$ cat src/rtl/mem_arb_pkg.sv
// mem_arb_pkg: shared types and defaults for mem_arbiter.
//   - arbiter state and owner encodings
//   - memory request payload carried from the owning cache to memory
package mem_arb_pkg;

    localparam int unsigned ADDR_W      = 16;
    localparam int unsigned DATA_W      = 16;
    localparam int unsigned MEM_LAT_DEF = 4;
    localparam int unsigned CNT_W_DEF   = 3;

    typedef enum logic [1:0] {
        IDLE,
        GRANT_I,
        GRANT_D,
        DRAIN
    } arb_state_e;

    typedef enum logic [1:0] {
        OWN_NONE,
        OWN_I,
        OWN_D
    } owner_e;

    typedef struct packed {
        logic              en;
        logic              wr;
        logic [ADDR_W-1:0] addr;
        logic [DATA_W-1:0] wdata;
    } mem_req_t;

endpackage

$ cat src/rtl/rd_outstanding_ctr.sv
// rd_outstanding_ctr: counts memory reads issued but not yet returned.
//   clk, rst_n   : clock, async active-low reset
//   inc_i        : a read was issued this cycle
//   dec_i        : read data returned this cycle
//   zero_o       : nothing outstanding now
//   next_zero_o  : nothing outstanding after this cycle
// Saturates at 0 and at MAX; a return seen at 0 is ignored so it cannot
// cancel an issue in the same cycle.
module rd_outstanding_ctr #(
    parameter int unsigned MAX = 4,
    parameter int unsigned W   = 3
) (
    input  logic clk,
    input  logic rst_n,
    input  logic inc_i,
    input  logic dec_i,
    output logic zero_o,
    output logic next_zero_o
);

    logic [W-1:0] cnt_q;
    logic [W-1:0] cnt_d;
    logic         dec_ok;
    logic         inc_ok;

    // Next count; simultaneous inc/dec leaves the count unchanged.
    always_comb begin
        dec_ok = dec_i && (cnt_q != '0);
        inc_ok = inc_i && ((cnt_q != W'(MAX)) || dec_ok);
        cnt_d  = cnt_q;
        if (inc_ok && !dec_ok) begin
            cnt_d = cnt_q + W'(1);
        end else if (dec_ok && !inc_ok) begin
            cnt_d = cnt_q - W'(1);
        end
    end

    always_ff @(posedge clk or negedge rst_n) begin
        if (!rst_n) begin
            cnt_q <= '0;
        end else begin
            cnt_q <= cnt_d;
        end
    end

    assign zero_o      = (cnt_q == '0);
    assign next_zero_o = (cnt_d == '0);

endmodule

$ cat src/rtl/mem_arbiter.sv
// mem_arbiter: shares one multi-cycle memory between the I-cache and D-cache.
// Ownership is granted per transaction; the owner's request is forwarded to
// memory combinationally and read returns are steered back to the cache that
// issued them, including returns that arrive after the owner has released.
//   clk, rst_n                      : clock, async active-low reset
//   i_req, i_addr                   : I-cache read request / address
//   i_gnt, i_rdata, i_valid         : I-cache grant / read data / data valid
//   d_rd, d_wr, d_addr, d_wdata     : D-cache read, write, address, write data
//   d_gnt, d_rdata, d_valid         : D-cache grant / read data / data valid
//   mem_enable, mem_wr, mem_addr,
//   mem_data_in                     : request to memory
//   mem_data_out, mem_data_valid    : read return from memory
// Build option: MEM_ARB_RR_EN selects round-robin on simultaneous requests
// (side not served last wins); otherwise D always beats I.
module mem_arbiter
    import mem_arb_pkg::*;
#(
    parameter int unsigned MEM_LAT = MEM_LAT_DEF,
    parameter int unsigned CNT_W   = CNT_W_DEF
) (
    input  logic              clk,
    input  logic              rst_n,
    input  logic              i_req,
    input  logic [ADDR_W-1:0] i_addr,
    output logic              i_gnt,
    output logic [DATA_W-1:0] i_rdata,
    output logic              i_valid,
    input  logic              d_rd,
    input  logic              d_wr,
    input  logic [ADDR_W-1:0] d_addr,
    input  logic [DATA_W-1:0] d_wdata,
    output logic              d_gnt,
    output logic [DATA_W-1:0] d_rdata,
    output logic              d_valid,
    output logic              mem_enable,
    output logic              mem_wr,
    output logic [ADDR_W-1:0] mem_addr,
    output logic [DATA_W-1:0] mem_data_in,
    input  logic [DATA_W-1:0] mem_data_out,
    input  logic              mem_data_valid
);

    arb_state_e state_q;
    arb_state_e state_d;
    owner_e     owner_q;
    owner_e     owner_d;
    mem_req_t   req;
    logic       d_req;
    logic       pick_d;
    logic       cnt_zero;
    logic       cnt_next_zero;

    assign d_req = d_rd | d_wr;

`ifdef MEM_ARB_RR_EN
    logic last_d_q;
    logic last_d_d;

    // On a tie, D wins only if I was served last.
    assign pick_d = d_req & (~i_req | ~last_d_q);
`else
    assign pick_d = d_req;
`endif

    // Forward the owner's request; the non-owner's address is ignored.
    always_comb begin
        req       = '0;
        req.addr  = i_addr;
        req.wdata = d_wdata;
        case (state_q)
            GRANT_I: begin
                req.en = i_req;
            end
            GRANT_D: begin
                req.en   = d_req;
                req.wr   = d_wr;
                req.addr = d_addr;
            end
            default: ;
        endcase
    end

    rd_outstanding_ctr #(
        .MAX (MEM_LAT),
        .W   (CNT_W)
    ) u_rd_ctr (
        .clk         (clk),
        .rst_n       (rst_n),
        .inc_i       (req.en & ~req.wr),
        .dec_i       (mem_data_valid),
        .zero_o      (cnt_zero),
        .next_zero_o (cnt_next_zero)
    );

    // Next state / owner. Owner is kept through DRAIN so late returns route.
    always_comb begin
        state_d  = state_q;
        owner_d  = owner_q;
`ifdef MEM_ARB_RR_EN
        last_d_d = last_d_q;
`endif
        case (state_q)
            IDLE: begin
                if (pick_d) begin
                    state_d  = GRANT_D;
                    owner_d  = OWN_D;
`ifdef MEM_ARB_RR_EN
                    last_d_d = 1'b1;
`endif
                end else if (i_req) begin
                    state_d  = GRANT_I;
                    owner_d  = OWN_I;
`ifdef MEM_ARB_RR_EN
                    last_d_d = 1'b0;
`endif
                end
            end
            GRANT_I: begin
                if (!i_req) begin
                    state_d = cnt_next_zero ? IDLE : DRAIN;
                    if (cnt_next_zero) begin
                        owner_d = OWN_NONE;
                    end
                end
            end
            GRANT_D: begin
                if (!d_req) begin
                    state_d = cnt_next_zero ? IDLE : DRAIN;
                    if (cnt_next_zero) begin
                        owner_d = OWN_NONE;
                    end
                end
            end
            DRAIN: begin
                if (cnt_next_zero) begin
                    state_d = IDLE;
                    owner_d = OWN_NONE;
                end
            end
            default: begin
                state_d = IDLE;
                owner_d = OWN_NONE;
            end
        endcase
    end

    always_ff @(posedge clk or negedge rst_n) begin
        if (!rst_n) begin
            state_q <= IDLE;
            owner_q <= OWN_NONE;
        end else begin
            state_q <= state_d;
            owner_q <= owner_d;
        end
    end

`ifdef MEM_ARB_RR_EN
    always_ff @(posedge clk or negedge rst_n) begin
        if (!rst_n) begin
            last_d_q <= 1'b1;
        end else begin
            last_d_q <= last_d_d;
        end
    end
`endif

    assign i_gnt       = (state_q == GRANT_I);
    assign d_gnt       = (state_q == GRANT_D);

    assign mem_enable  = req.en;
    assign mem_wr      = req.wr;
    assign mem_addr    = req.addr;
    assign mem_data_in = req.wdata;

    // Returns seen with nothing outstanding are stray and dropped.
    assign i_valid     = mem_data_valid & ~cnt_zero & (owner_q == OWN_I);
    assign d_valid     = mem_data_valid & ~cnt_zero & (owner_q == OWN_D);
    assign i_rdata     = mem_data_out;
    assign d_rdata     = mem_data_out;

endmodule

$ cat config.mk
export PLATFORM = sky130hd
export DESIGN_NAME = mem_arbiter
export DESIGN_NICKNAME = d
export VERILOG_FILES = /design/src/rtl/mem_arb_pkg.sv /design/src/rtl/rd_outstanding_ctr.sv /design/src/rtl/mem_arbiter.sv
export SDC_FILE = /design/constraint.sdc
export NUM_CORES = 1
export LEC_CHECK = 0
export CAP_MARGIN = 20
export CORE_MARGIN = 1.5
export CORE_UTILIZATION = 29
export CTS_CLUSTER_SIZE = 8
export DETAILED_ROUTE_END_ITERATION = 8
export PLACE_DENSITY = 0.95
export SLEW_MARGIN = 20
export SYNTH_ARGS = -nofsm -noshare
export SYNTH_HDL_FRONTEND = slang
export SYNTH_HIERARCHICAL = 1
export SYNTH_SLANG_ARGS = --single-unit
$ cat constraint.sdc
create_clock -name clk -period 5.3 [get_ports clk]
set_clock_uncertainty 0.2 [all_clocks]
set_input_delay 1.06 -clock clk [delete_from_list [all_inputs] [get_ports clk]]
set_output_delay 1.06 -clock clk [all_outputs]
set_load 0.005 [all_outputs]
==> results summary, run 1 <==
The share of flip-flops with an asynchronous set or reset after synthesis is 1.00. The number of antenna violations at the first check in global routing came out at 0. The remaining antenna violation count after routing is 0. The maximum buffer depth of the clock tree came out at 2.

The number of distinct library cell variants in the gate-level netlist after synthesis is 34. In the global route stage, overall resource usage came out at 0.134. The data required time at the worst endpoint is 4.04 ns.

The post-placement worst setup slack came out at 1.42 ns. The cell area after layout came out at 1500 um^2. The post-synthesis area per instance came out at 8.88 um^2. The power density over cell area came out at 457 nW/um^2. The die area came out at 4430 um^2. The total clock sinks came out at 7. The worst slew margin relative to its limit came out at 0.447. The clock transition at the registers of the reported paths came out at 0.04 ns. The tool flagged a number of max-cap violations equal to 0.

The number of failing hold endpoints at the final stage was 0. The cell total after placement came out at 189. The largest vdd supply drop came out at 0.144 mV. In the final design database the tool counted 225 nets.

The total half-perimeter wirelength after legalization and detailed placement is 2470 um. The starting utilization of the core area came out at 0.311. Counting cells, the worst reg-to-reg path comes to 12. The number of setup buffers added after CTS came out at 0.

In this run the cell area of the synthesized design comes to 1170 um^2. The post-route DRC violation count came out at 0. The routed design could run at a clock period as short as 3.84 ns. The die is 66.6 um tall.

The number of hold-repair buffers added at the cts stage is 0. The post-route non-filler standard cell count came out at 193. The CTS buffer count is 3.

The worst min-delay path class is register to register. In the final layout, the share of cells above drive strength 1 is 0.186. The number of fillers in the final layout came out at 375. The total overflow left after global routing is 0. The first-pass detailed-route iteration total is 4. The static power due to leakage is 0.597 nW. The minimum setup slack among reg-to-reg paths is 1.86 ns.

The number of vias in the routed layout came out at 914. The worst register-to-register path begins at state_q[0]. The worst setup path is of the input pin to output pin kind. The final count of pins violating max slew is 0.

By area the synthesized netlist is led by buf_4 (31%), mux2_2 (15%), dfrtp_1 (15%). The worst setup path is launched from an input pin. The number of gates resized after CTS was 0. 0 antenna diodes ended up in the layout. The routability congestion estimate from global placement came out at 0.892. The first global-routing pass estimated 4420 um of wire. Summing all placed instances gives a cell area of 1450 um^2. The synthesized flop and latch total came out at 7.

The highest achievable clock rate came out at 260 MHz. The pin count of the biggest net entering global routing came out at 20. The number of enable-type register cells in the synthesized netlist is 0.

The proportion of synthesized chip area in sequential cells came out at 0.149. The synthesized netlist cell count is 132. The number of placement rows is 22. The slack of the critical path came out at 1.46 ns. The clock insertion delay at the later pin of the skew report came out at 0.23 ns. The worst hold path terminates at owner_q[0].

The transition time of the tightest slew-check pin is 0.830 ns. The violation count after the first detailed-routing iteration came out at 20. Setup repair after global routing left no endpoint under its margin. The run finished with clean final reports. The CTS H-tree depth is 1.

From synthesis to final layout, the design area changed by 27.7%. For this run, the leading register cell type out of synthesis is dfrtp_1. The net count after synthesis came out at 211. Clock tree synthesis selected as its root buffer the cell clkbuf_8. STA classifies the critical path endpoint as an output pin.

The number of global-route vias before repair came out at 943. The number of placed I/O pins is 140. The routed length per placed instance came out at 15.1 um. The number of I/O port buffers came out at 59. The via density per instance is 4.74. The routed wire length came out at 2910 um.

The total of warnings raised by yosys came out at 6. The highest net fanout along the worst path is 4. The TritonCTS clock tree is yes.

Along the worst hold path, the cell count comes to 2. The post-route fraction of the period consumed by the critical path is 0.724. The share of Yosys cell area claimed by the top area cell type is 0.307. The endpoint arrival time on the critical path came out at 2.58 ns.

The endpoint identified for the worst register-to-register timing path is state_q[1]. The worst hold slack came out at 0.348 ns. After routing, the total negative slack on setup checks comes to 0 ns. The synthesized design spends more area on one cell type than any other, namely buf_4. The region available for standard cell placement spans 3770 um^2.

Setup violations remaining at the end of the flow were counted as 0. The startpoint identified for the worst hold timing path is owner_q[0]. Measured along the x axis, the die boundary spans 66.6 um.
[worst max path at each step]
stage / from / endpoint / slack [ns] / cells after the start
after floorplan: d_wr / state_q[0] / 2.11 / 11
after CTS: d_wr / mem_enable / 1.45 / 5
after global routing: d_wr / mem_enable / 1.40 / 5
after global placement: d_wr / mem_enable / 1.48 / 5
final: d_wr / mem_enable / 1.46 / 5
after detailed placement: d_wr / state_q[1] / 1.42 / 12
[cell usage in the layout (no fill, tap or decap), types with 2 or more instances in the layout]
master and instances:
clkbuf_8 3, dfrtp_1 7, nand3_1 2, inv_1 7, mux2i_1 2, nor2_1 4, nand2b_1 2, o211ai_1 2
a31oi_1 2, nor2b_1 2, nor4b_1 2, a22oi_1 2, nand2_1 5, ha_1 9, clkdlybuf4s50_1 59, mux2_2 16
[final cells by class]
type                            instances  area, um^2  share of cell area
Inverter                                7        26.3              0.0175
Tap cell                               48        60.1              0.0401
Multi-Input combinational cell         68         601               0.401
Clock buffer                            4        45.0              0.0301
Timing Repair Buffer                   59         591               0.394
Sequential cell                         7         175               0.117
[cells by family after synthesis]
kind of cell	Yosys count	synth area share
xor gates and xnor gates	1	0.00747
DFF	7	0.149
buffers and inverters	57	0.338
and+or+nand+nor	27	0.148
adders and majority gates	9	0.0961
muxes	18	0.171
AOI/OAI and AO/OA	13	0.0896
[synth_stat cells, types with 2 or more instances]
| cell type | n |
|---|---|
| a22oi_1 | 2 |
| nor2_1 | 4 |
| mux2i_1 | 2 |
| nor4b_1 | 2 |
| nor2b_1 | 2 |
| dfrtp_1 | 7 |
| buf_4 | 48 |
| inv_1 | 7 |
| ha_1 | 9 |
| o211ai_1 | 2 |
| nand2_1 | 5 |
| nand3_1 | 2 |
| buf_2 | 2 |
| a31oi_1 | 2 |
| nand2b_1 | 2 |
| mux2_2 | 16 |
[registers in the layout, summed over array words and instances (netlist names)]
signal	flops
owner_q	2
u_rd_ctr/cnt_q	3
state_q	2
[per-layer routing]
metal | track usage | wire [um] | vias up
li1 | - | - | 427
met1 | 0.142 | 1080 | 440
met2 | 0.224 | 1440 | 41
met3 | 0.0861 | 373 | 6
met4 | 0.0281 | 21 | 0
met5 | 0 | 0 | -
[per-stage QoR]
step           total power [mW]   util
2_1_floorplan             0.438      -
3_3_place_gp              0.591  0.385
3_5_place_dp              0.609  0.385
4_1_cts                   0.692  0.397
5_1_grt                   0.743  0.397
6_report                  0.685  0.397
[critical path: stages]
cell and delay [ns]:
clkdlybuf4s50_1 0.43, or2_4 0.28, a22o_1 0.21, and2_4 0.17, clkdlybuf4s50_1 0.43
[power by group]
part	total, mW	leakage, nW	internal (mW)	switching (mW)
logic	0.506	0.490	0.285	0.222
clock network	0.0743	0.0228	0.0520	0.0223
registers	0.104	0.0843	0.0819	0.0224
(Power assumes the default switching activity.)
==> run 2, diff against run 1 <==
CORE_UTILIZATION = 27   (was 29)
PLACE_DENSITY = 0.9   (was 0.95)
clock period = 3.79 ns   (was 5.3 ns; I/O delays follow)
==> run 2 against run 1 <==
Compared with the run above:
- non-clock buffer count up 1
- worst setup slack worse by 1.0 ns
- first-iteration DRC count rose to 3.3 times the previous value
- largest power group unchanged
- via count down 6.3%
- power up 40%
- wire length down 13%
- clock power up 49%
- sequential share of layout area down 0.078 points
==> results summary, run 2 (same netlist as run 1, synthesis figures left out) <==
The run finished with clean final reports. The portion of total power attributed to the clock network came out at 0.115. Using the TritonRoute via totals, the vias-per-cell ratio works out to 4.37. The worst register-to-register path begins at state_q[1]. In this run the worst setup path terminates at owner_q[1]. The min-delay analysis places its worst path in the category register to register. The die height came out at 68.9 um. Entering global routing, the biggest net connects 19 pins. Detailed routing inserted a total of 856 vias. The number of global-route vias before repair came out at 892.

Of the total power, registers draw 0.155. The clock transition at the registers of the reported paths came out at 0.04 ns. The number of hold-repair buffers added at the cts stage came out at 0. The routed design could run at a clock period as short as 3.33 ns. The minimum setup slack among reg-to-reg paths came out at 0.93 ns.

The number of resized instances in the post-cts repair step is 0. The largest vdd supply drop is 0.191 mV. Buffers inserted during clock tree synthesis total 3.

The switching power is 0.369 mW. The TritonCTS clock tree is yes. The transition time of the tightest slew-check pin came out at 0.335 ns. The layout-stage area growth over the synthesis result came out at 28.6%.

The first-pass detailed-route iteration total is 4. The number of antenna violations at the first check in global routing is 0. The largest registers in the layout are u_rd_ctr/cnt_q: 3 flops, owner_q: 2 flops, state_q: 2 flops. The analysis attributes to cell leakage a power of 0.602 nW. The number of placement rows is 23. The total clock sinks is 7. In this run the critical register-to-register path is captured at owner_q[1]. Leaving out fill and tap cells, the most frequent cells in the layout are clkdlybuf4s50_1 (59), mux2_2 (16), ha_1 (9). Leaving out fill and tap cells, the most frequent cell in the layout is clkdlybuf4s50_1. The most critical setup path has its startpoint at d_wr. The endpoint arrival time on the critical path is 3.28 ns. The highest achievable clock rate came out at 300 MHz. The clock reaches the later pin of the worst-skew pair after 0.24 ns. The number of setup buffers added after CTS is 0. At the end of the flow, the number of nets in the layout was 226. The data required time at the worst endpoint is 3.74 ns. The die width is 68.9 um.

The register name with the most flops is u_rd_ctr/cnt_q. Of the cells placed in the final design, the portion with a size suffix greater than 1 is 0.192. The routability congestion estimate from global placement came out at 0.860. The clock root buffer is clkbuf_8. The violation count after the first detailed-routing iteration is 66.

The highest net fanout along the worst path came out at 5. The routed length per placed instance is 12.9 um. Of the total power, combinational logic draws 0.730. The CTS H-tree depth is 1. The final count of pins violating max slew was 0.

The power density over cell area is 636 nW/um^2. The total half-perimeter wirelength after legalization and detailed placement is 2110 um. In this run the tool buffered the top-level ports with 59 buffer cells. The number of failing hold endpoints at the final stage came out at 0. Setup repair after global routing left no endpoint under its margin. The total chip power is 0.958 mW. The remaining antenna violation count after routing is 0.

The cell-internal power came out at 0.590 mW. The die area is 4750 um^2. The register with the most flip-flops in the layout has 3 of them. The overall fraction of global-route tracks in use came out at 0.113.

The post-route fraction of the period consumed by the critical path came out at 0.878. The number of diodes came out at 0. The placeable core region is 4090 um^2. The worst register-to-register path has a depth of 12. In the final timing run, aggregate negative setup slack is 0 ns. For this configuration, the core starts out at a cell density of 0.287. Of the total power, the share spent switching nets is 0.385. The first-pass GRT wire length is 3930 um. Setup violations remaining at the end of the flow were counted as 0. The worst slew margin relative to its limit came out at 0.776. The maximum buffer depth of the clock tree is 2. Max-cap violations in this run came to 0. Summed over all layers, the routed wires come to 2520 um. STA classifies the critical path startpoint as an input pin. The worst setup path is of the input pin to register kind. The number of placed I/O pins is 140.

In the routed design, unresolved DRC markers number 0. The endpoint kind of the worst setup timing path is a register. Global routing finished with a remaining overflow of 0.
[run 2: cell type report]
type / count / area [um^2]
repair buffers: 60 / 598
fillers: 417 / 2580
inverters: 7 / 26.3
flip-flops and latches: 7 / 175
multi-input cells: 68 / 601
well taps: 50 / 62.6
clock buffers: 4 / 45.0
[run 2: how the worst min path moves through the flow]
stage | from | endpoint | slack, ns | cells past startpoint
final | owner_q[0] | owner_q[0] | 0.36 | 2
after global routing | owner_q[0] | owner_q[0] | 0.39 | 2
after CTS | owner_q[0] | owner_q[0] | 0.35 | 2
after detailed placement | owner_q[0] | owner_q[0] | 0.34 | 2
after global placement | owner_q[0] | owner_q[0] | 0.33 | 2
after floorplan | rst_n | owner_q[0] | 0.26 | 0
[run 2: power groups by stage]
| stage | combinational, mW | sequential, mW | clock [mW] |
|---|---|---|---|
| after floorplan | 0.473 | 0.140 | 0 |
| after global placement | 0.687 | 0.146 | 0 |
| after detailed placement | 0.700 | 0.149 | 0 |
| after CTS | 0.705 | 0.148 | 0.114 |
| after global routing | 0.761 | 0.152 | 0.115 |
| final | 0.699 | 0.148 | 0.111 |
[run 2: per-stage QoR]
| step | utilization | setup slack, ns | cells | hold slack (ns) | area, um^2 |
|---|---|---|---|---|---|
| final | 0.369 | 0.461 | 196 | 0.355 | 1510 |
| after detailed placement | 0.358 | 0.228 | 192 | 0.342 | 1460 |
| after global routing | 0.369 | 0.329 | 196 | 0.388 | 1510 |
| after floorplan | - | 0.905 | 132 | 0.262 | 1170 |
| after CTS | 0.369 | 0.472 | 196 | 0.351 | 1510 |
| after global placement | 0.358 | 0.344 | 192 | 0.326 | 1460 |
[run 2: critical path, cell delays in order]
cell             delay (ns)
clkdlybuf4s50_1        0.45
or2_4                  0.29
a22o_1                 0.21
and2_4                 0.16
nor2b_1                0.17
nand2b_1               0.18
o32a_1                 0.29
o211ai_1               0.19
a31oi_1                0.08
nor2_1                 0.25
nor3b_2                0.10
o22ai_1                0.18
[run 2: layer usage]
layer  share of wire  wire, um  vias to the layer above  global-route usage
met5               0         0                        -                   0
met4           0.016        40                        0              0.0613
met3           0.087       220                        4              0.0357
met2            0.50      1260                       34               0.197
met1            0.40      1000                      388               0.120
li1                -         -                      430                   -
==> run 3, diff against run 2 <==
SLEW_MARGIN = 10   (was 20)
==> results of run 3 <==
No change in the layout: final DEF, timing and power equal those of run 2.
